===== src/rtl/urv_defs.sv =====
// Shared machine-mode trap definitions: CSR addresses, bit positions and cause codes.
package urv_defs;

   localparam logic [11:0] CSR_MSTATUS  = 12'h300;
   localparam logic [11:0] CSR_MIE      = 12'h304;
   localparam logic [11:0] CSR_MSCRATCH = 12'h340;
   localparam logic [11:0] CSR_MEPC     = 12'h341;
   localparam logic [11:0] CSR_MCAUSE   = 12'h342;
   localparam logic [11:0] CSR_MIP      = 12'h344;
   localparam logic [11:0] CSR_CYCLESL  = 12'hC00;
   localparam logic [11:0] CSR_TIMEL    = 12'hC01;
   localparam logic [11:0] CSR_CYCLESH  = 12'hC80;
   localparam logic [11:0] CSR_TIMEH    = 12'hC81;

   localparam int MSTATUS_MIE  = 3;
   localparam int MSTATUS_MPIE = 7;
   localparam int MIE_MTIE     = 7;
   localparam int MIE_MEIE     = 11;
   localparam int MIP_MTIP     = 7;
   localparam int MIP_MEIP     = 11;

   typedef enum logic [3:0] {
      EXC_MISALIGN_FETCH = 4'd0,
      EXC_ILLEGAL        = 4'd2,
      EXC_BREAKPOINT     = 4'd3,
      EXC_MISALIGN_LOAD  = 4'd4,
      EXC_MISALIGN_STORE = 4'd6,
      EXC_ECALL_M        = 4'd11
   } exc_cause_t;

   // Interrupt causes carry mcause[31]=1 on top of these codes.
   localparam logic [3:0] IRQ_CAUSE_TIMER = 4'd7;
   localparam logic [3:0] IRQ_CAUSE_EXT   = 4'd11;

endpackage


===== src/rtl/urv_timer.sv =====
// Free-running 40-bit cycle counter plus prescaled 40-bit time counter.
// Counts every clock, never stalls; outputs are the registered counts.
module urv_timer #(
   parameter int TIME_DIV = 1
) (
   input  logic        clk_i,
   input  logic        rst_i,
   output logic [39:0] o_cycles,
   output logic [39:0] o_time
);

   localparam int            PW     = (TIME_DIV > 1) ? $clog2(TIME_DIV) : 1;
   localparam logic [PW-1:0] P_LAST = PW'(TIME_DIV - 1);

   logic [39:0]   r_cycles;
   logic [39:0]   r_time;
   logic [PW-1:0] r_presc;

   always_ff @(posedge clk_i or negedge rst_i) begin
      if (!rst_i) begin
         r_cycles <= '0;
         r_time   <= '0;
         r_presc  <= '0;
      end else begin
         r_cycles <= r_cycles + 40'd1;
         if (r_presc == P_LAST) begin
            r_presc <= '0;
            r_time  <= r_time + 40'd1;
         end else begin
            r_presc <= r_presc + PW'(1);
         end
      end
   end

   assign o_cycles = r_cycles;
   assign o_time   = r_time;

endmodule


===== src/rtl/urv_trap_unit.sv =====
// Machine-mode trap CSRs, exception/interrupt entry, mret and fetch redirect.
// Updates land one cycle after a committed instruction; stalled or killed instructions change nothing.
module urv_trap_unit
   import urv_defs::*;
#(
   parameter logic [31:0] TRAP_VECTOR = 32'h0000_0008,
   parameter int          TIME_DIV    = 1
) (
   input  logic        clk_i,
   input  logic        rst_i,
   input  logic        x_stall_i,
   input  logic        x_kill_i,
   input  logic        x_valid_i,
   input  logic [31:0] x_pc_i,
   input  logic        x_is_csr_i,
   input  logic [11:0] x_csr_sel_i,
   input  logic [31:0] x_csr_write_value_i,
   input  logic        x_exception_i,
   input  logic [3:0]  x_exception_cause_i,
   input  logic        x_is_mret_i,
   input  logic        irq_ext_i,
   input  logic        irq_timer_i,
   output logic [31:0] csr_mstatus_o,
   output logic [31:0] csr_mip_o,
   output logic [31:0] csr_mie_o,
   output logic [31:0] csr_mepc_o,
   output logic [31:0] csr_mcause_o,
   output logic [39:0] csr_cycles_o,
   output logic [39:0] csr_time_o,
   output logic        x_trap_o,
   output logic [31:0] x_trap_pc_o
);

   logic        r_mie, r_mpie;
   logic        r_mtie, r_meie;
   logic        r_mtip, r_meip;
   logic [31:0] r_mepc;
   logic        r_mcause_irq;
   logic [3:0]  r_mcause_code;
   logic        r_trap;
   logic [31:0] r_trap_pc;

   logic w_commit, w_ext_pend, w_tmr_pend, w_irq_pend;

   assign w_commit   = x_valid_i & ~x_stall_i & ~x_kill_i;
   assign w_ext_pend = r_meip & r_meie;
   assign w_tmr_pend = r_mtip & r_mtie;
   assign w_irq_pend = r_mie & (w_ext_pend | w_tmr_pend);

   urv_timer #(.TIME_DIV(TIME_DIV)) u_timer (
      .clk_i    (clk_i),
      .rst_i    (rst_i),
      .o_cycles (csr_cycles_o),
      .o_time   (csr_time_o)
   );

   always_ff @(posedge clk_i or negedge rst_i) begin
      if (!rst_i) begin
         r_mie         <= 1'b0;
         r_mpie        <= 1'b0;
         r_mtie        <= 1'b0;
         r_meie        <= 1'b0;
         r_mtip        <= 1'b0;
         r_meip        <= 1'b0;
         r_mepc        <= '0;
         r_mcause_irq  <= 1'b0;
         r_mcause_code <= '0;
         r_trap        <= 1'b0;
         r_trap_pc     <= '0;
      end else begin
         r_meip <= irq_ext_i;
         r_mtip <= irq_timer_i;
         r_trap <= 1'b0;
         if (w_commit) begin
            // An interrupt pre-empts the execute instruction, so it shares the exception entry path.
            if (x_exception_i || w_irq_pend) begin
               r_mepc    <= x_pc_i & ~32'h3;
               r_mpie    <= r_mie;
               r_mie     <= 1'b0;
               r_trap    <= 1'b1;
               r_trap_pc <= TRAP_VECTOR;
               if (x_exception_i) begin
                  r_mcause_irq  <= 1'b0;
                  r_mcause_code <= x_exception_cause_i;
               end else begin
                  r_mcause_irq  <= 1'b1;
                  r_mcause_code <= w_ext_pend ? IRQ_CAUSE_EXT : IRQ_CAUSE_TIMER;
               end
            end else if (x_is_mret_i) begin
               r_mie     <= r_mpie;
               r_mpie    <= 1'b1;
               r_trap    <= 1'b1;
               r_trap_pc <= r_mepc;
            end else if (x_is_csr_i) begin
               case (x_csr_sel_i)
                  CSR_MSTATUS: begin
                     r_mie  <= x_csr_write_value_i[MSTATUS_MIE];
                     r_mpie <= x_csr_write_value_i[MSTATUS_MPIE];
                  end
                  CSR_MIE: begin
                     r_mtie <= x_csr_write_value_i[MIE_MTIE];
                     r_meie <= x_csr_write_value_i[MIE_MEIE];
                  end
                  CSR_MEPC: r_mepc <= x_csr_write_value_i & ~32'h3;
                  CSR_MCAUSE: begin
                     r_mcause_irq  <= x_csr_write_value_i[31];
                     r_mcause_code <= x_csr_write_value_i[3:0];
                  end
                  default: ;
               endcase
            end
         end
      end
   end

   always_comb begin
      csr_mstatus_o               = '0;
      csr_mstatus_o[MSTATUS_MIE]  = r_mie;
      csr_mstatus_o[MSTATUS_MPIE] = r_mpie;
      csr_mie_o                   = '0;
      csr_mie_o[MIE_MTIE]         = r_mtie;
      csr_mie_o[MIE_MEIE]         = r_meie;
      csr_mip_o                   = '0;
      csr_mip_o[MIP_MTIP]         = r_mtip;
      csr_mip_o[MIP_MEIP]         = r_meip;
   end

   assign csr_mepc_o   = r_mepc;
   assign csr_mcause_o = {r_mcause_irq, 27'b0, r_mcause_code};
   assign x_trap_o     = r_trap;
   assign x_trap_pc_o  = r_trap_pc;

endmodule

===== config.mk =====
export PLATFORM = sky130hd
export DESIGN_NAME = urv_trap_unit
export DESIGN_NICKNAME = d
export VERILOG_FILES = /design/src/rtl/urv_defs.sv /design/src/rtl/urv_timer.sv /design/src/rtl/urv_trap_unit.sv
export SDC_FILE = /design/constraint.sdc
export NUM_CORES = 1
export LEC_CHECK = 0
export ABC_AREA = 1
export CORE_UTILIZATION = 25
export CTS_BUF_LIST = sky130_fd_sc_hd__clkbuf_2 sky130_fd_sc_hd__clkbuf_4 sky130_fd_sc_hd__clkbuf_8
export CTS_CLUSTER_SIZE = 8
export DETAILED_ROUTE_END_ITERATION = 7
export GPL_ROUTABILITY_DRIVEN = 0
export GPL_TIMING_DRIVEN = 0
export PLACE_DENSITY = 0.55
export SLEW_MARGIN = 20
export SYNTH_ARGS = -nofsm -noshare
export SYNTH_HDL_FRONTEND = slang
export SYNTH_SLANG_ARGS = --single-unit

===== constraint.sdc =====
create_clock -name clk_i -period 1.6 [get_ports clk_i]
set_input_delay 0.32 -clock clk_i [delete_from_list [all_inputs] [get_ports clk_i]]
set_output_delay 0.32 -clock clk_i [all_outputs]
set_load 0.05 [all_outputs]

==> results.yml <==
worst_setup_path:
  rr_worst_depth: 8
  critPathCaptureType: "flop"
  critPathKind: "flop to flop"
  crit_fanout: 7
  r2r_start: "u_timer.o_time[0]"
  cp-start-kind: "flop"
  reg2reg_slack_ns: 0.03
  crit_arrival_ns: 1.94
  r2r-end: "u_timer.o_time[34]"
  cp.required_ns: 1.97
run_status:
  status: "completed"
pwr:
  power_switching_mw: 4.47
  power.static_leakage_nw: 6.24
  p_sw_frac: 0.406
  irDropWorstVdd_mv: 0.433
  power_frac_comb: 0.318
  p_seq_frac: 0.402
  p_int_mw: 6.54
  p_clk_frac: 0.280
  power.density_nw_per_um2: 909
layout:
  multi_input_area_um2: 3990
  drive_above_1_share: 0.257
  fillers: 3601
  insertedDiodeCount: 0
  final_util: 0.360
  area_growth_pct: 41.0
  seq_area_um2: 3830
  finalNonFillerCells: 1978
  layout.nets: 1609
die:
  start_util: 0.255
  ios: 363
  die_h_um: 187
  die-area_um2: 35100
  die_x_um: 187
  core_um2: 33700
  rows: 67
global_route:
  grt_overflow: 0
  antenna_found_initial: 0
  grt_pass1_vias: 7518
  grt_max_degree: 85
  grt_pass1_wl_um: 41200
  grtUsageTotal: 0.151
synth:
  synth.distinct_cells: 28
  synth_adder_area_share: 0.00291
  synth_mux_area_frac: 0
  syn-cell-area_um2: 8590
  ys.flop_type: "dfrtp_1"
  synth_cells: 1128
  post_synth_and_or_nand_nor_area_fraction: 0.311
  async_flop_share: 1.00
  ys_seq_area_frac: 0.443
  synth_top_area_cell: "dfrtp_1"
  ys_top_cells_by_area: "dfrtp_1, nand2_1, buf_4, nor2_1, xnor2_1"
  yosys.area_share.xor_xnor: 0.0611
  synth-seq-cells: 152
  yosys.area.top_type_share: 0.443
  synth_top_family_by_area: "simple AND/OR/NAND/NOR gates"
  postSynthAreaPerCell_um2: 7.62
  synth_edf_count: 0
  ys.warnings.count: 0
  synth_compound_gate_area_share: 0.0218
hold_path:
  hold_depth: 1
  holdCritPathClass: "primary input to flop"
  hold_start: "irq_timer_i"
  min_to: "r_mtip"
clocking:
  insertion_delay_ns: 0.48
  cts_sinks: 152
  clock_path_buffers: 2
  cts_tree: "done"
  cts_root_buf: "clkbuf_8"
  cts.htree.levels: 4
  cts-buffers-inserted: 17
  clkSlewWorstSetupHoldPaths_ns: 0.10
route:
  drt_drc_violations_left: 0
  drt-pass1-iter-count: 5
  drt-total-wl_um: 26300
  vias_per_cell: 3.99
  drtIter0Drc: 340
  antenna_left: 0
  routed-via-count: 7885
  wire_per_inst_um: 13.3
sta:
  max_slew_margin: 0.622
  finalClockSkew_ns: 0.0134
  final_max_slew_viol_count: 0
  finalSetupTns_ns: 0
  final.min_clock_period_ns: 1.57
  fmax_ghz: 0.635
  fin_crit_sh: 0.984
  rsz0062_at_grt: "yes"
  hold_viol: 0
  worstMarginPinSlew_ns: 0.567
  setup_violations: 0
place:
  port-buffer-count: 239
  dp.cells: 1936
  hpwl_um: 20600
flow_run:
  max-cap-violations: 0
-- metal layers --
metal  up-vias  wire length [µm]  global-route usage
met1      3539             11300               0.185
met2       274             12700               0.252
met4         0               439              0.0463
met5         -                 0                   0
li1       4045                 -                   -
met3        27              1880              0.0462
-- sequential cells by signal, summed over array words and instances (netlist names) --
signal            flops
r_meie                1
r_meip                1
u_timer.o_time       40
x_trap_pc_o          30
r_mcause_code         4
csr_mepc_o           30
r_mtip                1
r_mpie                1
r_mie                 1
r_mcause_irq          1
u_timer.o_cycles     40
r_mtie                1
x_trap_o              1
-- through the flow --
step / area, µm² / worst slack (ns) / total power [mW] / hold slack (ns)
floorplan: 9090 / -0.0391 / 7.02 / 0.0244
global placement: 12000 / -7.04 / 8.28 / 0.465
detailed placement: 12100 / -0.526 / 8.30 / 0.313
CTS: 12000 / -0.00705 / 11.2 / 0.220
global route: 12100 / -0.0744 / 11.6 / 0.254
finish: 12100 / 0.0257 / 11.0 / 0.272
-- Yosys cell counts (2+ instances only) --
cell type	number
nor2_4	5
inv_1	74
dfrtp_1	152
and2_1	2
clkbuf_2	2
o21ai_1	11
o21ai_0	25
nand4_1	20
buf_2	12
nor2_1	139
nor2_2	2
xor2_1	23
nand2_1	407
nand3_1	62
nor3_1	2
buf_4	132
ha_1	2
nand3b_1	3
nand2_2	4
xnor2_1	37
nand3_2	2
and3_1	2
buf_6	3
-- final cells by class --
cell class,instances,area share
clock inverters,15,0.0138
repair buffers,249,0.159
flip-flops and latches,152,0.316
inverters,74,0.0229
plain buffers,150,0.0936
well taps,448,0.0463
clock buffers,17,0.0193
multi-input cells,873,0.329
-- repair_timing --
item	CTS	global route
setup buffers	2	6
resized for setup	764	96
cloned	0	1
pin swaps	3	5
hold endpoints to repair	68	0
endpoints found under the setup margin	185	125
hold buffers	1	0
-- cells by family after synthesis --
family	after synthesis
adder cells (fa/ha/maj)	2
flip-flops	152
buffers and inverters	224
AND/OR/NAND/NOR	652
XOR/XNOR	60
AO/OA/AOI/OAI	37
other	1
-- worst max-delay path by stage --
stage	from	to	slack, ns
6_report	u_timer.o_time[0]	u_timer.o_time[34]	0.03
3_3_place_gp	rst_i	u_timer.o_cycles[5]	-7.04
5_1_grt	u_timer.o_time[0]	u_timer.o_time[26]	-0.07
3_5_place_dp	x_exception_i	x_trap_pc_o[28]	-0.53
2_1_floorplan	u_timer.o_time[0]	u_timer.o_time[22]	-0.04
4_1_cts	r_mie	csr_mstatus_o[3]	-0.007
-- cell usage in the layout (no fill, tap or decap), drive strengths merged, types with 36 or more instances in the layout --
cell type,synthesis,routed
dfrtp,152,152
buf,147,275
nand2,411,411
clkbuf,3,49
nand3,64,64
inv,74,79
xnor2,37,37
o21ai,36,36
nor2,146,147
conb,1,121
clkdlybuf4s50,0,86
-- critical path: stages, from the launching register on --
cell and delay, ns:
dfrtp_2 0.43, ha_4 0.16, nand2_4 0.05, nor2_4 0.22, nand3_4 0.12, nor2_4 0.25
nand3_1 0.11, nand2_1 0.07, nand2_1 0.04
-- power groups by stage --
stage          clock (mW)  sequential, mW  combinational [mW]
3_3_place_gp            0            4.51                3.77
5_1_grt              3.35            4.49                3.73
6_report             3.08            4.43                3.50
3_5_place_dp            0            4.52                3.78
2_1_floorplan           0            5.59                1.43
4_1_cts              3.21            4.44                3.56
No activity file was read; power rests on OpenSTA's default activity.
